[config.mk]
export PLATFORM = sky130hd
export DESIGN_NAME = csa_mul_sequencer
export DESIGN_NICKNAME = d
export VERILOG_FILES = /design/src/rtl/csa_mul_sequencer.sv
export SDC_FILE = /design/constraint.sdc
export NUM_CORES = 1
export LEC_CHECK = 0
export CORE_ASPECT_RATIO = 1.25
export CORE_UTILIZATION = 48
export DETAILED_ROUTE_END_ITERATION = 8
export PLACE_DENSITY = 0.71
export REMOVE_ABC_BUFFERS = 1
export SLEW_MARGIN = 5
export SYNTH_ARGS = -nofsm -noshare
export SYNTH_HDL_FRONTEND = slang
export SYNTH_SLANG_ARGS = --single-unit
[constraint.sdc]
create_clock -name i_clk -period 2.3 [get_ports i_clk]
set_input_delay 0.46 -clock i_clk [delete_from_list [all_inputs] [get_ports i_clk]]
set_output_delay 0.46 -clock i_clk [all_outputs]
set_load 0.005 [all_outputs]
[src/rtl/csa_mul_sequencer.sv]
// Iterative unsigned multiplier: one partial product per cycle is folded into a carry-save
// sum/carry pair, which a single carry-propagate add resolves into the final product.
module csa_mul_sequencer #(
    parameter int DW_A       = 10,
    parameter int DW_B       = 10,
    parameter int EARLY_TERM = 0
) (
    input  logic                 i_clk,
    input  logic                 i_rst,
    input  logic                 i_in_valid,
    output logic                 o_in_ready,
    input  logic [DW_A-1:0]      i_op_a,
    input  logic [DW_B-1:0]      i_op_b,
    output logic                 o_out_valid,
    input  logic                 i_out_ready,
    output logic [DW_A+DW_B-1:0] o_out_prod,
    output logic                 o_busy
);

    localparam int W  = DW_A + DW_B;
    localparam int CW = $clog2(DW_B) + 1;
    localparam logic [CW-1:0] CNT_LAST = CW'(DW_B - 1);

    typedef enum logic [1:0] {
        IDLE,
        ACCUM,
        RESOLVE,
        DONE
    } state_t;

    state_t          r_state;
    state_t          w_nextState;

    logic [W-1:0]    r_a;
    logic [DW_B-1:0] r_b;
    logic [W-1:0]    r_sum;
    logic [W-1:0]    r_carry;
    logic [W-1:0]    r_prod;
    logic [CW-1:0]   r_cnt;

    logic [W-1:0]    w_pp;
    logic [W-1:0]    w_sumNext;
    logic [W-2:0]    w_maj;
    logic            w_accept;
    logic            w_lastScan;

    assign w_accept = (r_state == IDLE) && i_in_valid;

    // The carry out of the top bit is dropped, so majority only needs the low W-1 bits.
    always_comb begin
        w_pp       = r_b[0] ? (r_a << r_cnt) : '0;
        w_sumNext  = r_sum ^ r_carry ^ w_pp;
        w_maj      = (r_sum[W-2:0] & r_carry[W-2:0])
                   | (r_sum[W-2:0] & w_pp[W-2:0])
                   | (r_carry[W-2:0] & w_pp[W-2:0]);
        w_lastScan = (r_cnt == CNT_LAST)
                   || ((EARLY_TERM != 0) && ((r_b >> 1) == '0));
    end

    always_ff @(posedge i_clk) begin
        if (i_rst) begin
            r_state <= IDLE;
        end else begin
            r_state <= w_nextState;
        end
    end

    always_comb begin
        w_nextState = r_state;
        case (r_state)
            IDLE: begin
                if (w_accept) begin
                    w_nextState = ACCUM;
                end
            end
            ACCUM: begin
                if (w_lastScan) begin
                    w_nextState = RESOLVE;
                end
            end
            RESOLVE: begin
                w_nextState = DONE;
            end
            DONE: begin
                if (i_out_ready) begin
                    w_nextState = IDLE;
                end
            end
            default: begin
                w_nextState = IDLE;
            end
        endcase
    end

    always_comb begin
        o_in_ready  = (r_state == IDLE);
        o_out_valid = (r_state == DONE);
        o_busy      = (r_state != IDLE);
    end

    always_ff @(posedge i_clk) begin
        if (i_rst) begin
            r_a     <= '0;
            r_b     <= '0;
            r_sum   <= '0;
            r_carry <= '0;
            r_cnt   <= '0;
            r_prod  <= '0;
        end else begin
            case (r_state)
                IDLE: begin
                    if (w_accept) begin
                        r_a     <= {{DW_B{1'b0}}, i_op_a};
                        r_b     <= i_op_b;
                        r_sum   <= '0;
                        r_carry <= '0;
                        r_cnt   <= '0;
                    end
                end
                ACCUM: begin
                    r_sum   <= w_sumNext;
                    r_carry <= {w_maj, 1'b0};
                    r_b     <= r_b >> 1;
                    r_cnt   <= r_cnt + 1'b1;
                end
                RESOLVE: begin
                    r_prod <= r_sum + r_carry;
                end
                default: begin
                end
            endcase
        end
    end

    assign o_out_prod = r_prod;

endmodule
# Yosys cells after proc, flatten, opt, wreduce, memory -nomap -nowiden
# Index checks and enable logic that the tools add are counted.
dict set report totals {
  reg_bits 87
  latchBits 0
  ramBits 0
  mem_bits_ro 0
  wordCells 43
  mem_count 0
}
dict set report classes {
  addsub 2
  mul 0
  n_div 0
  order_cmp 0
  n_eq_ne 7
  n_shift 1
  muxes 12
  bitwise 7
  reduce_logical 7
}
# op count
set ops {}
lappend ops {{$pmux W20 S2} 2}
lappend ops {{$and A19 B19 Y19} 3}
lappend ops {{$mux W20} 2}
lappend ops {{$xor A20 B20 Y20} 2}
lappend ops {{$or A19 B19 Y19} 2}
lappend ops {{$add A20 B20 Y20} 1}
lappend ops {{$pmux W10 S2} 1}
lappend ops {{$shl A10 B5 Y20} 1}
lappend ops {{$mux W10} 1}
lappend ops {{$pmux W5 S2} 1}
lappend ops {{$pmux W2 S4} 1}
lappend ops {{$mux W2} 3}
lappend ops {{$add A5 B1 Y5 const B} 1}
lappend ops {{$eq A5 B4 Y1 const B} 1}
lappend ops {{$mux W5} 1}
lappend ops {{$eq A2 B2 Y1 const B} 2}
lappend ops {{$ne A2 B1 Y1 const B} 2}
lappend ops {{$reduce_and A2 Y1} 2}
lappend ops {{$reduce_bool A2 Y1} 2}
lappend ops {{$reduce_and A3 Y1} 1}
lappend ops {{$eq A2 B1 Y1 const B} 1}
lappend ops {{$logic_not A2 Y1} 1}
lappend ops {{$ne A2 B2 Y1 const B} 1}
lappend ops {{$logic_and A1 B1 Y1} 1}

# Logic depth before layout (Yosys ltp)
dict set report logic_depth {
  ltp_word 6
  ltp_mapped 11
}

# Worst setup path before layout
# No wires, ideal clock.
dict set report synth_timing {
  kind {register -> register}
  from {register r_cnt[0]}
  to {register r_sum[16]}
  arrival_time_ps 2093
  required_ps 2172
  slack_ps 80
  stages_incl_launch_ff 11
  n_path_buf 2
  synth_period_minus_slack_ps 2220
  path_cell_list {dfxtp_1 -> buf_6 -> clkbuf_1 -> o21ai_0 -> mux2_2 -> o22ai_1 -> nand2_1 -> fa_1 -> nor2_1 -> a21oi_1 -> nor2_1}
}
dict set report synth_between {
  elab_chain_cells 4
}
# element line_no
set synth_rtl {}
lappend synth_rtl {{from (decl)} 39} ;# logic [CW-1:0] r_cnt;
lappend synth_rtl {{from (signal assigned)} 124} ;# r_cnt <= r_cnt + 1'b1;
lappend synth_rtl {{$shl A10 B5 Y20} 51} ;# w_pp = r_b[0] ? (r_a << r_cnt) : '0;
lappend synth_rtl {{$mux W20} 51}
lappend synth_rtl {{$xor A20 B20 Y20} 52} ;# w_sumNext = r_sum ^ r_carry ^ w_pp;
lappend synth_rtl {{$pmux W20 S2} 110} ;# case (r_state)
lappend synth_rtl {{to (signal assigned)} 121} ;# r_sum <= w_sumNext;
lappend synth_rtl {{to (decl)} 36} ;# logic [W-1:0] r_sum;
# No other way between the ends.
# A chain may end at the register's enable or synchronous reset.

# Worst setup path in the final report
dict set report layout_timing {
  from {register r_cnt[1]}
  to {register r_sum[16]}
}
# Same word-level chain as after synthesis.

==> impl_metrics.json <==
{
  "run_status": "finished clean",
  "drt_iter0_markers": 166,
  "drt_wl_total_um": 12400,
  "r2r_setup_slack_ps": 40,
  "synth_top_cell_area_share_pct": 32.6,
  "wire_per_inst_um": 14.5,
  "p_leak_nw": 2.28,
  "postPlaceCellArea_mm2": 0.00606,
  "maxSlewHeadroom_pct": 54.5,
  "clock_path_buffers": 2,
  "start_kind": "flip-flop",
  "root_buffer": "clkbuf_16",
  "hold_depth": 2,
  "power_mw": 5.29,
  "ff2ff_path_depth": 10,
  "syn2layout_area_growth_pct": 22.3,
  "busiest_layer": "met2",
  "fin_nets": 787,
  "core-area_mm2": 0.0107,
  "drtAntennaViolNets": 0,
  "hold_path.class": "flip-flop to flip-flop",
  "n_antenna_cell": 0,
  "power.density_mw_per_mm2": 818,
  "die_width_um": 95.9,
  "syn_area_mm2": 0.00529,
  "netlist_instances": 666,
  "hold_viol_final": 0,
  "r2r-start": "r_cnt[1]$_SDFFE_PP0P_",
  "drive_above_1_share_pct": 12.4,
  "via_per_inst": 5.43,
  "drv_cap": 0,
  "clk_latency_ps": 340,
  "met3_usage_pct": 3.96,
  "cp_data_required_time_ps": 2520,
  "grt.met1_usage_pct": 28.1,
  "portBuffers": 46,
  "grt_max_degree": 39,
  "ios": 47,
  "dp.cells": 836,
  "die_y_um": 119,
  "vdd_drop_max_mv": 0.791,
  "path_clk_slew_ps": 60,
  "dieArea_mm2": 0.0114,
  "post-route-period-util_pct": 98.3,
  "route.detailed.drc": 0,
  "post-route-min-period_ps": 2260,
  "fmax_ghz": 0.442,
  "dr.pass1.iters": 4,
  "ctsHoldBuffers": 0,
  "crit_path_max_fanout": 7,
  "yosysTopAreaCell": "dfxtp_1",
  "grt_util_met2_pct": 42.2,
  "clock_sinks": 86,
  "antenna_found_initial": 0,
  "worst-endpoint-arrival_ps": 2480,
  "async_reset_ff_share_pct": 0,
  "syn_area_per_cell_um2": 7.94,
  "worst_slew_pin_slew_ps": 677,
  "grt_pass1_vias": 4483,
  "row_count": 42,
  "slew_viol_final": 0,
  "synth-edff-count": 0,
  "end_kind": "flip-flop",
  "place.gp.congestion": 0.919,
  "final_core_util_pct": 60.6,
  "rsz0062_at_grt": "true",
  "yosys_warnings": 0,
  "vias": 4647,
  "cts_made_buffers": 9,
  "regToRegEndpoint": "r_sum[16]$_SDFFE_PP0P_",
  "holdPathEnd": "o_out_prod[13]$_SDFFE_PP0P_",
  "cts_tree": "built",
  "grt_remaining_overflow": 0,
  "grt_first_pass_wirelength_um": 20900,
  "start_util_pct": 49.6,
  "setup_tns_ps": 0,
  "fin_cells": 856,
  "htree_levels": 3,
  "min_from": "o_out_prod[13]$_SDFFE_PP0P_",
  "synth_ff_type": "dfxtp_1",
  "grt_util_all_layers_pct": 23.6,
  "setup_viol": 0,
  "criticalPathCategory": "flip-flop to flip-flop",
  "final_area_mm2": 0.00646,
  "synthTopCellsByArea": "dfxtp_1 (33%), nor2_1 (8.1%), a21oi_1 (7.5%)",
  "place_hpwl_um": 9490,
  "synth_cell_types": 63,
  "ys_seq_elements": 86,
  "ys_seq_area_share_pct": 32.6,
  "clock_skew_ps": 6.81
}
[area by class of cell]
cell class / instances / area [µm²]
clock buffers: 12 / 236
clock inverters: 4 / 47.5
fillers: 976 / 4200
inverters: 49 / 184
multi-input cells: 488 / 3290
flip-flops and latches: 86 / 1730
well taps: 132 / 165
repair buffers: 85 / 815
[repair_timing]
item | 4_1_cts | 5_1_grt
setup endpoints to repair | 17 | 14
pin swaps | 0 | 14
buffers inserted | 0 | 4
endpoints found under the hold margin | 0 | 0
gates resized for setup | 6 | 27
[cell usage after synthesis, types with 5 or more instances]
cell,n
nand3_1,7
nand4_1,7
nor3_1,6
ha_1,25
nand2b_1,7
nand2_1,69
inv_1,48
a21o_1,8
a21oi_1,79
fa_1,19
a211oi_1,12
xor2_1,6
nor2_1,114
dfxtp_1,86
nor2b_1,5
mux2_2,6
o22ai_1,10
xnor2_1,10
o21ai_0,19
clkbuf_1,36
mux2i_1,27
[critical path, cell delays in order, from the launching register on]
cell     delay [ps]
dfxtp_4         370
buf_4           140
mux2i_1         120
mux2_4          290
mux2_4          280
o22ai_1         140
nand2_1         100
fa_1            490
nor2_1           50
a21oi_1         110
nor2_1           50
[flip-flops by register name (all words and copies together), names as in the netlist]
signal / flops
r_a: 10
r_carry: 19
r_cnt: 5
o_out_prod: 20
r_sum: 20
r_state: 2
r_b: 10
[cell families after synthesis]
group / share of synthesized area (%)
simple gates: 19.0
compound gates: 18.0
buf+inv: 6.79
flops: 32.6
fa+ha+maj: 13.1
mux: 7.88
xor+xnor: 2.65
[metrics by stage]
step / setup WS [ps] / hold slack (ps)
floorplan: -695 / 449
global placement: -173 / 434
detailed placement: -196 / 442
CTS: 16.9 / 456
global route: -50.5 / 467
finish: 39.5 / 453
[report_power, final]
part           internal [mW]  switching (mW)  total [mW]
sequential              1.66           0.133        1.79
clock                  0.839           0.572        1.41
combinational          0.913            1.17        2.09
total                   3.41            1.88        5.29
[worst max-delay path by stage]
stage	cells after the start	slack (ps)	start	endpoint
finish	10	40	r_cnt[1]$_SDFFE_PP0P_	r_sum[16]$_SDFFE_PP0P_
global route	10	-50	r_cnt[1]$_SDFFE_PP0P_	r_sum[16]$_SDFFE_PP0P_
CTS	10	20	r_cnt[0]$_SDFFE_PP0P_	r_sum[14]$_SDFFE_PP0P_
detailed placement	9	-200	r_cnt[1]$_SDFFE_PP0P_	r_sum[12]$_SDFFE_PP0P_
global placement	9	-170	r_cnt[1]$_SDFFE_PP0P_	r_sum[12]$_SDFFE_PP0P_
floorplan	6	-700	r_state[0]$_SDFFE_PP0P_	r_carry[1]$_SDFFE_PP0P_
[metal layers]
layer / wire (µm) / up-vias
met1: 5390 / 2206
met5: 0 / -
met3: 291 / 16
met4: 223 / 0
li1: - / 2360
met2: 6480 / 65
[cells in the final DEF (no fill, tap or decap), types with 9 or more instances in the layout]
cell type	n
a21oi_1	76
buf_4	33
clkdlybuf4s50_1	45
mux2i_1	24
fa_1	18
o21ai_0	15
xnor2_1	10
nor2_1	112
inv_1	48
nand2_1	67
clkbuf_16	9
dfxtp_1	84
a211oi_1	12
ha_1	23
Note: power is estimated with default switching activity, not from simulation.
